$ cat src/rtl/branch_resolve_unit.sv
// Execute-stage branch resolution: detects mispredictions, issues a one-cycle redirect/flush,
// and strobes predictor updates. Optional performance counters are enabled by BRU_PERF_CNT_EN.
module branch_resolve_unit (
  input  logic        i_clk,
  input  logic        i_rst,
  input  logic        i_valid_e,
  input  logic        i_stall_e,
  input  logic        i_is_branch_e,
  input  logic        i_is_jump_e,
  input  logic        i_br_cond_e,
  input  logic [31:0] i_target_e,
  input  logic [31:0] i_pc_four_e,
  input  logic        i_pred_taken_e,
  input  logic [31:0] i_pred_pc_e,
  output logic        o_redirect,
  output logic [31:0] o_redirect_pc,
  output logic        o_flush_d,
  output logic        o_flush_e,
  output logic        o_upd_valid,
  output logic        o_upd_taken,
  output logic        o_upd_jump,
  output logic [31:0] o_upd_target,
  output logic        o_upd_mispredict,
  output logic        o_busy,
  output logic [31:0] o_br_cnt,
  output logic [31:0] o_mispred_cnt
);

  typedef enum logic {IDLE, RECOVER} state_t;

  state_t      state_q, state_d;
  logic        redirect_q, redirect_d;
  logic [31:0] redirect_pc_q, redirect_pc_d;
  logic        recover_flush_q, recover_flush_d;
  logic        upd_valid_q, upd_valid_d;
  logic        upd_taken_q, upd_taken_d;
  logic        upd_jump_q, upd_jump_d;
  logic [31:0] upd_target_q, upd_target_d;
  logic        upd_mispredict_q, upd_mispredict_d;

  logic        resolve;
  logic        taken;
  logic        mispredict;
  logic        is_cti;
  logic [31:0] correct_pc;

  // Instructions arriving while RECOVER is active are wrong-path and never resolve.
  assign resolve    = i_valid_e & ~i_stall_e & (state_q == IDLE);
  assign is_cti     = i_is_branch_e | i_is_jump_e;
  assign taken      = i_is_jump_e | (i_is_branch_e & i_br_cond_e);
  assign mispredict = (taken != i_pred_taken_e) |
                      (taken & i_pred_taken_e & (i_target_e != i_pred_pc_e));
  assign correct_pc = taken ? i_target_e : i_pc_four_e;

  always_comb begin
    state_d          = IDLE;
    redirect_d       = 1'b0;
    redirect_pc_d    = 32'd0;
    recover_flush_d  = 1'b0;
    upd_valid_d      = 1'b0;
    upd_taken_d      = 1'b0;
    upd_jump_d       = 1'b0;
    upd_target_d     = 32'd0;
    upd_mispredict_d = 1'b0;
    if (resolve && mispredict) begin
      state_d         = RECOVER;
      redirect_d      = 1'b1;
      redirect_pc_d   = correct_pc;
      recover_flush_d = 1'b1;
    end
    if (resolve && (is_cti || i_pred_taken_e)) begin
      upd_valid_d      = 1'b1;
      upd_taken_d      = taken;
      upd_jump_d       = i_is_jump_e;
      upd_target_d     = i_target_e;
      upd_mispredict_d = mispredict;
    end
  end

  always_ff @(posedge i_clk or posedge i_rst) begin
    if (i_rst) begin
      state_q          <= IDLE;
      redirect_q       <= 1'b0;
      redirect_pc_q    <= 32'd0;
      recover_flush_q  <= 1'b0;
      upd_valid_q      <= 1'b0;
      upd_taken_q      <= 1'b0;
      upd_jump_q       <= 1'b0;
      upd_target_q     <= 32'd0;
      upd_mispredict_q <= 1'b0;
    end else begin
      state_q          <= state_d;
      redirect_q       <= redirect_d;
      redirect_pc_q    <= redirect_pc_d;
      recover_flush_q  <= recover_flush_d;
      upd_valid_q      <= upd_valid_d;
      upd_taken_q      <= upd_taken_d;
      upd_jump_q       <= upd_jump_d;
      upd_target_q     <= upd_target_d;
      upd_mispredict_q <= upd_mispredict_d;
    end
  end

  assign o_redirect       = redirect_q;
  assign o_redirect_pc    = redirect_pc_q;
  assign o_flush_d        = recover_flush_q;
  assign o_flush_e        = recover_flush_q;
  assign o_upd_valid      = upd_valid_q;
  assign o_upd_taken      = upd_taken_q;
  assign o_upd_jump       = upd_jump_q;
  assign o_upd_target     = upd_target_q;
  assign o_upd_mispredict = upd_mispredict_q;
  assign o_busy           = (state_q == RECOVER);

`ifdef BRU_PERF_CNT_EN
  logic [31:0] br_cnt_q, br_cnt_d;
  logic [31:0] mispred_cnt_q, mispred_cnt_d;

  // Both counters hold at all-ones rather than wrapping.
  always_comb begin
    br_cnt_d      = br_cnt_q;
    mispred_cnt_d = mispred_cnt_q;
    if (resolve && is_cti && (br_cnt_q != 32'hFFFF_FFFF))
      br_cnt_d = br_cnt_q + 32'd1;
    if (resolve && mispredict && (mispred_cnt_q != 32'hFFFF_FFFF))
      mispred_cnt_d = mispred_cnt_q + 32'd1;
  end

  always_ff @(posedge i_clk or posedge i_rst) begin
    if (i_rst) begin
      br_cnt_q      <= 32'd0;
      mispred_cnt_q <= 32'd0;
    end else begin
      br_cnt_q      <= br_cnt_d;
      mispred_cnt_q <= mispred_cnt_d;
    end
  end

  assign o_br_cnt      = br_cnt_q;
  assign o_mispred_cnt = mispred_cnt_q;
`else
  assign o_br_cnt      = 32'd0;
  assign o_mispred_cnt = 32'd0;
`endif

endmodule
$ cat config.mk
export PLATFORM = sky130hd
export DESIGN_NAME = branch_resolve_unit
export DESIGN_NICKNAME = d
export VERILOG_FILES = /design/src/rtl/branch_resolve_unit.sv
export SDC_FILE = /design/constraint.sdc
export NUM_CORES = 1
export LEC_CHECK = 0
export ABC_AREA = 1
export ABC_CLOCK_PERIOD_IN_PS = 3300
export CAP_MARGIN = 10
export CORE_MARGIN = 2
export CORE_UTILIZATION = 39
export CTS_CLUSTER_DIAMETER = 150
export DETAILED_ROUTE_END_ITERATION = 10
export GPL_ROUTABILITY_DRIVEN = 1
export PLACE_DENSITY = 0.85
export SETUP_SLACK_MARGIN = 0.4
export SKIP_CTS_REPAIR_TIMING = 1
export SYNTH_ARGS = -nofsm -noshare
export SYNTH_HDL_FRONTEND = slang
export SYNTH_SLANG_ARGS = --single-unit
$ cat constraint.sdc
create_clock -name i_clk -period 3.3 [get_ports i_clk]
set_input_delay 0.66 -clock i_clk [delete_from_list [all_inputs] [get_ports i_clk]]
set_output_delay 0.66 -clock i_clk [all_outputs]
set_load 0.05 [all_outputs]
==> summary.txt, run 1 <==
Timing
  – Worst relative slew slack: 55.38%
  – Worst-Margin Slew: 668.4 ps
  – RSZ-0062 raised after global routing: no
  – Clock Skews: 11.51 ps
  – Max Clk Rate: 434.7 MHz
  – Setup violations, final: 0
  – Period utilization: 69.71%
  – Final TNS setup: 0 ps
  – Final WS setup: 999.7 ps
  – Max Transition Viols Final: 0
  – Final Hold Vio Count: 0
  – Tmin final: 2300 ps

Placed design
  – HPWL Detailed: 7385 um
  – Port Buffer Count: 175
  – # placed instances: 722
  – Post-place setup slack: 750.4 ps
  – GP Congestion: 0.8862

Power and ir drop
  – Cell leakage power: 2.751 nW
  – Clock share of power: 29.9%
  – Sequential Power Share: 39.5%
  – Pwr dens: 415.7 mW/mm^2
  – Comb pwr share: 30.6%
  – P_sw: 0.7768 mW
  – Internal power: 1.475 mW
  – Maximum VDD drop: 200.4 uV
  – Switching Share: 34.49%
  – Final Power: 2.252 mW

CTS
  – Root Driver: clkbuf_8
  – CTS tree: done
  – Clk_lat worst skew: 340 ps
  – Clock sinks: 69
  – Reg clk slew, reported paths: 80 ps
  – Total CTS buffers: 9
  – Clk buf depth: 2
  – H-Tree Depth: 3

Final layout
  – # fillers: 807
  – Most frequent cells in the layout: clkdlybuf4s50_1, nand2_1, nor2_1
  – Synthesis-to-finish area growth: 48.64%
  – Fin nets: 727
  – Register area: 0.001727 sq mm
  – Layout cells sized above 1: 5.582%
  – Ant diodes: 0
  – Post-Layout Cell Count: 738
  – Most common cell after layout, fill and taps aside: clkdlybuf4s50_1
  – Multi-input gate area: 0.001276 sq mm

Worst hold path
  – Worst hold path class: reg2reg
  – Startpoint of the worst hold path: o_flush_d$_DFF_PP0_
  – Hold Path End: o_upd_jump$_DFF_PP0_
  – Hold Path Depth: 3

Floorplanning
  – Die area: 0.01013 sq mm
  – Die Wd: 100.7 um
  – I/O pins: 240
  – Core Footprint: 0.009153 sq mm
  – Die Y: 100.7 um
  – FP Rows: 35
  – Initial core utilization: 39.82%

Detailed routing
  – Post-DRT Antenna Nets: 0
  – DR pass1 iterations: 5
  – Starting DRT DRC Count: 71
  – Routed via count: 3,107
  – Routed wire length: 9367 um
  – Vias per cell: 4.210
  – Detailed-route DRC error count: 0
  – Average wire per standard cell: 12.69 um

Critical path
  – CP arrival: 1640 ps
  – R2R cell count: 5
  – Crit. End Element: primary output
  – Cell family with most CP delay: buffers and inverters
  – Worst EP required: 2640 ps
  – FF-to-FF End: o_upd_target[12]$_DFF_PP0_
  – Worst path bufs/invs: 1
  – Reg2reg start: o_flush_d$_DFF_PP0_
  – Worst path slowest cell: clkdlybuf4s50_1
  – Critical path cell sequence: clkdlybuf4s50_1
  – Crit-path max FO: 5
  – R2r setup slk: 1790 ps
  – CP max stage delay: 850 ps
  – Critical path class: reg2out
  – Type of origin of the critical path: register

Global routing
  – GRT Total Usage: 18.59%
  – GR Overflow Total: 0
  – Largest net degree at the start of global routing: 66
  – Vias in the first global route: 3,101
  – First-pass GRT wire length: 14,410 um
  – Antenna violations before repair: 0

Logic synthesis
  – Area leader, netlist: dfrtp_1
  – Mapped cell area: 0.003645 sq mm
  – Syn. warnings: 0
  – Synth unique cells: 19
  – Synthesized area per cell: 8.081 sq um
  – Top cell type's share of synthesized area: 47.37%
  – Synth Instances: 451
  – Dominant cells by area after synthesis: dfrtp_1, buf_4, nand2_1
  – Number of synthesized register bits: 69
  – Seq/Total Area, Yosys: 47.37%

Run status
  – Outcome: completed

Job
  – Max cap viols: 0
==> cell families after synthesis <==
family	count (synthesis)	share of synthesized area [%]
adders and majority gates	1	0.3432
DFF	69	47.37
xor gates and xnor gates	23	5.527
AOI/OAI and AO/OA	33	4.531
buffers and inverters	161	24.41
other	1	0.1029
and+or+nand+nor	163	17.71
==> state kept, by name (all words and copies together) (netlist names) <==
signal,count
o_redirect_pc,32
o_upd_target,32
o_flush_d,1
o_upd_jump,1
o_upd_mispredict,1
o_upd_taken,1
o_upd_valid,1
==> layer usage <==
layer | track usage (%) | vias up | share of wire [%]
met1 | 20.12 | 1408 | 37
met2 | 34.46 | 167 | 51
li1 | - | 1518 | -
met3 | 5.409 | 14 | 9.7
met5 | 0 | - | 0
met4 | 6.217 | 0 | 1.9
==> layout make-up <==
type | count | share of cell area (%)
Tap cell | 111 | 2.564
Clock buffer | 12 | 2.679
Timing Repair Buffer | 177 | 32.84
Sequential cell | 69 | 31.87
Clock inverter | 4 | 0.8776
Multi-Input combinational cell | 284 | 23.56
Inverter | 81 | 5.612
==> power groups by stage <==
stage / clock network, mW / logic (mW) / registers, mW
2_1_floorplan: 0 / 0.379 / 1.03
3_3_place_gp: 0 / 0.684 / 0.906
3_5_place_dp: 0 / 0.691 / 0.908
4_1_cts: 0.691 / 0.693 / 0.891
5_1_grt: 0.733 / 0.736 / 0.894
6_report: 0.673 / 0.689 / 0.891
==> per-stage QoR <==
step | utilization [%] | hold slack [ps] | instance area, sq um
3_5_place_dp | 57.09 | 676.4 | 5225
6_report | 59.19 | 660.4 | 5418
4_1_cts | 59.19 | 675.0 | 5418
5_1_grt | 59.19 | 703.0 | 5418
3_3_place_gp | 57.09 | 651.3 | 5225
2_1_floorplan | - | 766.1 | 3881
==> worst max path at each step <==
| stage | cells after the start | slack (ps) | start | end |
|---|---|---|---|---|
| 3_3_place_gp | 11 | 790 | i_target_e[23] | o_redirect_pc[19]$_DFF_PP0_ |
| 5_1_grt | 11 | 890 | i_target_e[25] | o_redirect_pc[17]$_DFF_PP0_ |
| 4_1_cts | 1 | 970 | o_flush_d$_DFF_PP0_ | o_redirect |
| 3_5_place_dp | 11 | 750 | i_target_e[23] | o_redirect_pc[8]$_DFF_PP0_ |
| 2_1_floorplan | 1 | 900 | i_rst | o_flush_d$_DFF_PP0_ |
| 6_report | 1 | 1000 | o_flush_d$_DFF_PP0_ | o_redirect |
==> synthesized netlist by cell type <==
master    number
a21oi_1        1
buf_2          6
buf_4         68
buf_6          3
clkbuf_1       3
conb_1         1
dfrtp_1       69
ha_1           1
inv_1         71
inv_2         10
nand2_1       81
nand2_2        1
nand2_4        1
nor2_1        74
nor2_2         4
nor3_1         1
nor3_4         1
o21ai_0       32
xnor2_1       23
(Power assumes the default switching activity.)
==> inputs of run 2 (changes only) <==
Settings changed: ABC_CLOCK_PERIOD_IN_PS 3300 to 2300, CORE_UTILIZATION 39 to 36, PLACE_DENSITY 0.85 to 0.79.
Clock period 3.3 ns to 2.3 ns, I/O delays scaled along.
==> summary.txt, run 2 (synthesized netlist as in run 1, its figures left out) <==
Run status
  – Outcome: completed

Timing
  – Max Clk Rate: 541.3 MHz
  – Worst-Margin Slew: 643.8 ps (-24.57 ps)
  – Max Transition Viols Final: 0 (unchanged)
  – Period utilization: 80.32%
  – RSZ-0062 raised after global routing: yes
  – Final Hold Vio Count: 0 (unchanged)
  – Setup violations, final: 0 (unchanged)
  – Tmin final: 1847 ps
  – Clock Skews: 8.812 ps (-2.695 ps)
  – Final TNS setup: 0 ps (unchanged)
  – Worst relative slew slack: 57.02% (+1.6 points)

Critical path
  – Type of origin of the critical path: input port
  – FF-to-FF End: o_upd_target[30]$_DFF_PP0_
  – CP arrival: 2070 ps (+430 ps)
  – Reg2reg start: o_flush_d$_DFF_PP0_
  – R2r setup slk: 830 ps (-960 ps)
  – Crit-path max FO: 6 (+1)
  – Critical path class: in2reg
  – Crit. End Element: register
  – Worst EP required: 2530 ps (-110 ps)
  – R2R cell count: 5 (unchanged)

Global routing
  – Vias in the first global route: 3,066 (-1.1%)
  – Antenna violations before repair: 0 (unchanged)
  – GR Overflow Total: 0 (unchanged)
  – GRT Total Usage: 17.60% (-0.99 points)
  – First-pass GRT wire length: 15,060 um (+4.5%)
  – Largest net degree at the start of global routing: 59 (-11%)

CTS
  – CTS tree: done
  – Clk_lat worst skew: 330 ps (about the same)
  – Reg clk slew, reported paths: 70 ps (about the same)
  – Clk buf depth: 2 (unchanged)
  – Root Driver: clkbuf_8
  – Clock sinks: 69 (unchanged)
  – H-Tree Depth: 3 (unchanged)
  – Total CTS buffers: 9 (unchanged)

Worst hold path
  – Worst hold path class: in2reg
  – Hold Path Depth: 3 (unchanged)
  – Hold Path End: o_upd_target[12]$_DFF_PP0_
  – Startpoint of the worst hold path: i_target_e[12]

Detailed routing
  – Detailed-route DRC error count: 0 (unchanged)
  – Post-DRT Antenna Nets: 0 (unchanged)
  – Routed via count: 3,211 (+3.3%)
  – Starting DRT DRC Count: 120 (+69%)
  – DR pass1 iterations: 4 (-1)
  – Average wire per standard cell: 13.85 um (+9.1%)
  – Routed wire length: 10,650 um (+14%)
  – Vias per cell: 4.176 (-0.82%)

Final layout
  – Layout cells sized above 1: 7.704% (+2.1 points)
  – Most common cell after layout, fill and taps aside: dlymetal6s2s_1
  – # fillers: 806 (-0.12%)
  – Most frequent cells in the layout: dlymetal6s2s_1, nand2_1, clkdlybuf4s50_1
  – Synthesis-to-finish area growth: 60.97%
  – Post-Layout Inst Area: 0.005867 sq mm (+8.3%)
  – Fin nets: 736 (+1.2%)
  – Ant diodes: 0 (unchanged)

Floorplanning
  – Core Footprint: 0.009819 sq mm (+7.3%)
  – Initial core utilization: 37.12% (-2.7 points)
  – I/O pins: 240 (unchanged)
  – Die Y: 104.6 um (+3.9%)
  – Die Wd: 104.6 um (+3.9%)
  – Die area: 0.01095 sq mm (+8.0%)
  – FP Rows: 36 (+2.9%)

Placed design
  – Placed instance area: 0.005291 sq mm (+1.3%)
  – Port Buffer Count: 175 (unchanged)
  – HPWL Detailed: 7944 um (+7.6%)
  – GP Congestion: 0.8211 (-7.3%)

Job
  – Max cap viols: 0 (unchanged)

Power and ir drop
  – Cell leakage power: 4.337 nW (+58%)
  – Maximum VDD drop: 291.6 uV (+46%)
  – Pwr dens: 569.3 mW/mm^2 (+37%)
==> run 2: changes by cell type in the layout (fill, tap and decap cells not counted), sizes merged <==
cell	change
buf	+7
bufinv	+1
clkbuf	+2
clkdlybuf4s50	-102
clkinv	-1
clkinvlp	+1
dlymetal6s2s	+102
inv	-1
==> run 2: metrics by stage <==
step	setup WS, ps	cells	power (mW)	utilization (%)	hold WS, ps
6_report	452.6	769	3.340	59.75	410.0
5_1_grt	367.8	769	3.477	59.75	407.0
4_1_cts	191.4	763	3.350	56.00	433.5
3_5_place_dp	89.82	747	2.305	53.89	660.7
3_3_place_gp	97.12	747	2.292	53.89	651.8
2_1_floorplan	585.5	514	2.025	-	566.1
==> run 2: worst max-delay path by stage <==
| stage | from | endpoint | cells after the start |
|---|---|---|---|
| finish | i_target_e[4] | o_redirect_pc[13]$_DFF_PP0_ | 12 |
| global route | i_target_e[4] | o_redirect_pc[13]$_DFF_PP0_ | 12 |
| global placement | i_target_e[24] | o_upd_mispredict$_DFF_PP0_ | 12 |
| detailed placement | i_target_e[24] | o_upd_mispredict$_DFF_PP0_ | 12 |
| CTS | o_flush_d$_DFF_PP0_ | o_redirect | 1 |
| floorplan | i_is_branch_e | o_redirect_pc[10]$_DFF_PP0_ | 9 |
==> run 2: layout make-up <==
cell class	count	area, sq um	share of cell area (%)
Clock inverter	4	72.57	1.237
Clock buffer	12	135.1	2.303
Timing Repair Buffer	186	2157	36.77
Multi-Input combinational cell	284	1301	22.18
Tap cell	133	166.4	2.836
Inverter	81	307.8	5.246
Sequential cell	69	1727	29.43
==> run 2: power by group <==
part	total (mW)	switching, mW	internal, mW
Combinational	1.02	0.682	0.339
Sequential	1.28	0.0143	1.26
Clock	1.04	0.433	0.611
Total	3.34	1.13	2.21
==> run 2: metal layers <==
metal	vias to the layer above	share of wire, %	GRT usage (%)
met5	-	0	0
met4	0	1.7	6.476
met3	15	10	4.741
met2	169	51	32.07
met1	1491	37	19.57
li1	1536	-	-
==> run 2: worst max-delay path, cell delays in order <==
cell and delay, ps:
clkdlybuf4s50_1 510, xnor2_1 140, nand2_1 90, nor2_2 120
nand2_1 60, nor2_2 130, nand2_1 80, nand2_1 80
nand2_2 60, nand2_4 130, clkbuf_16 170, nor2_1 50
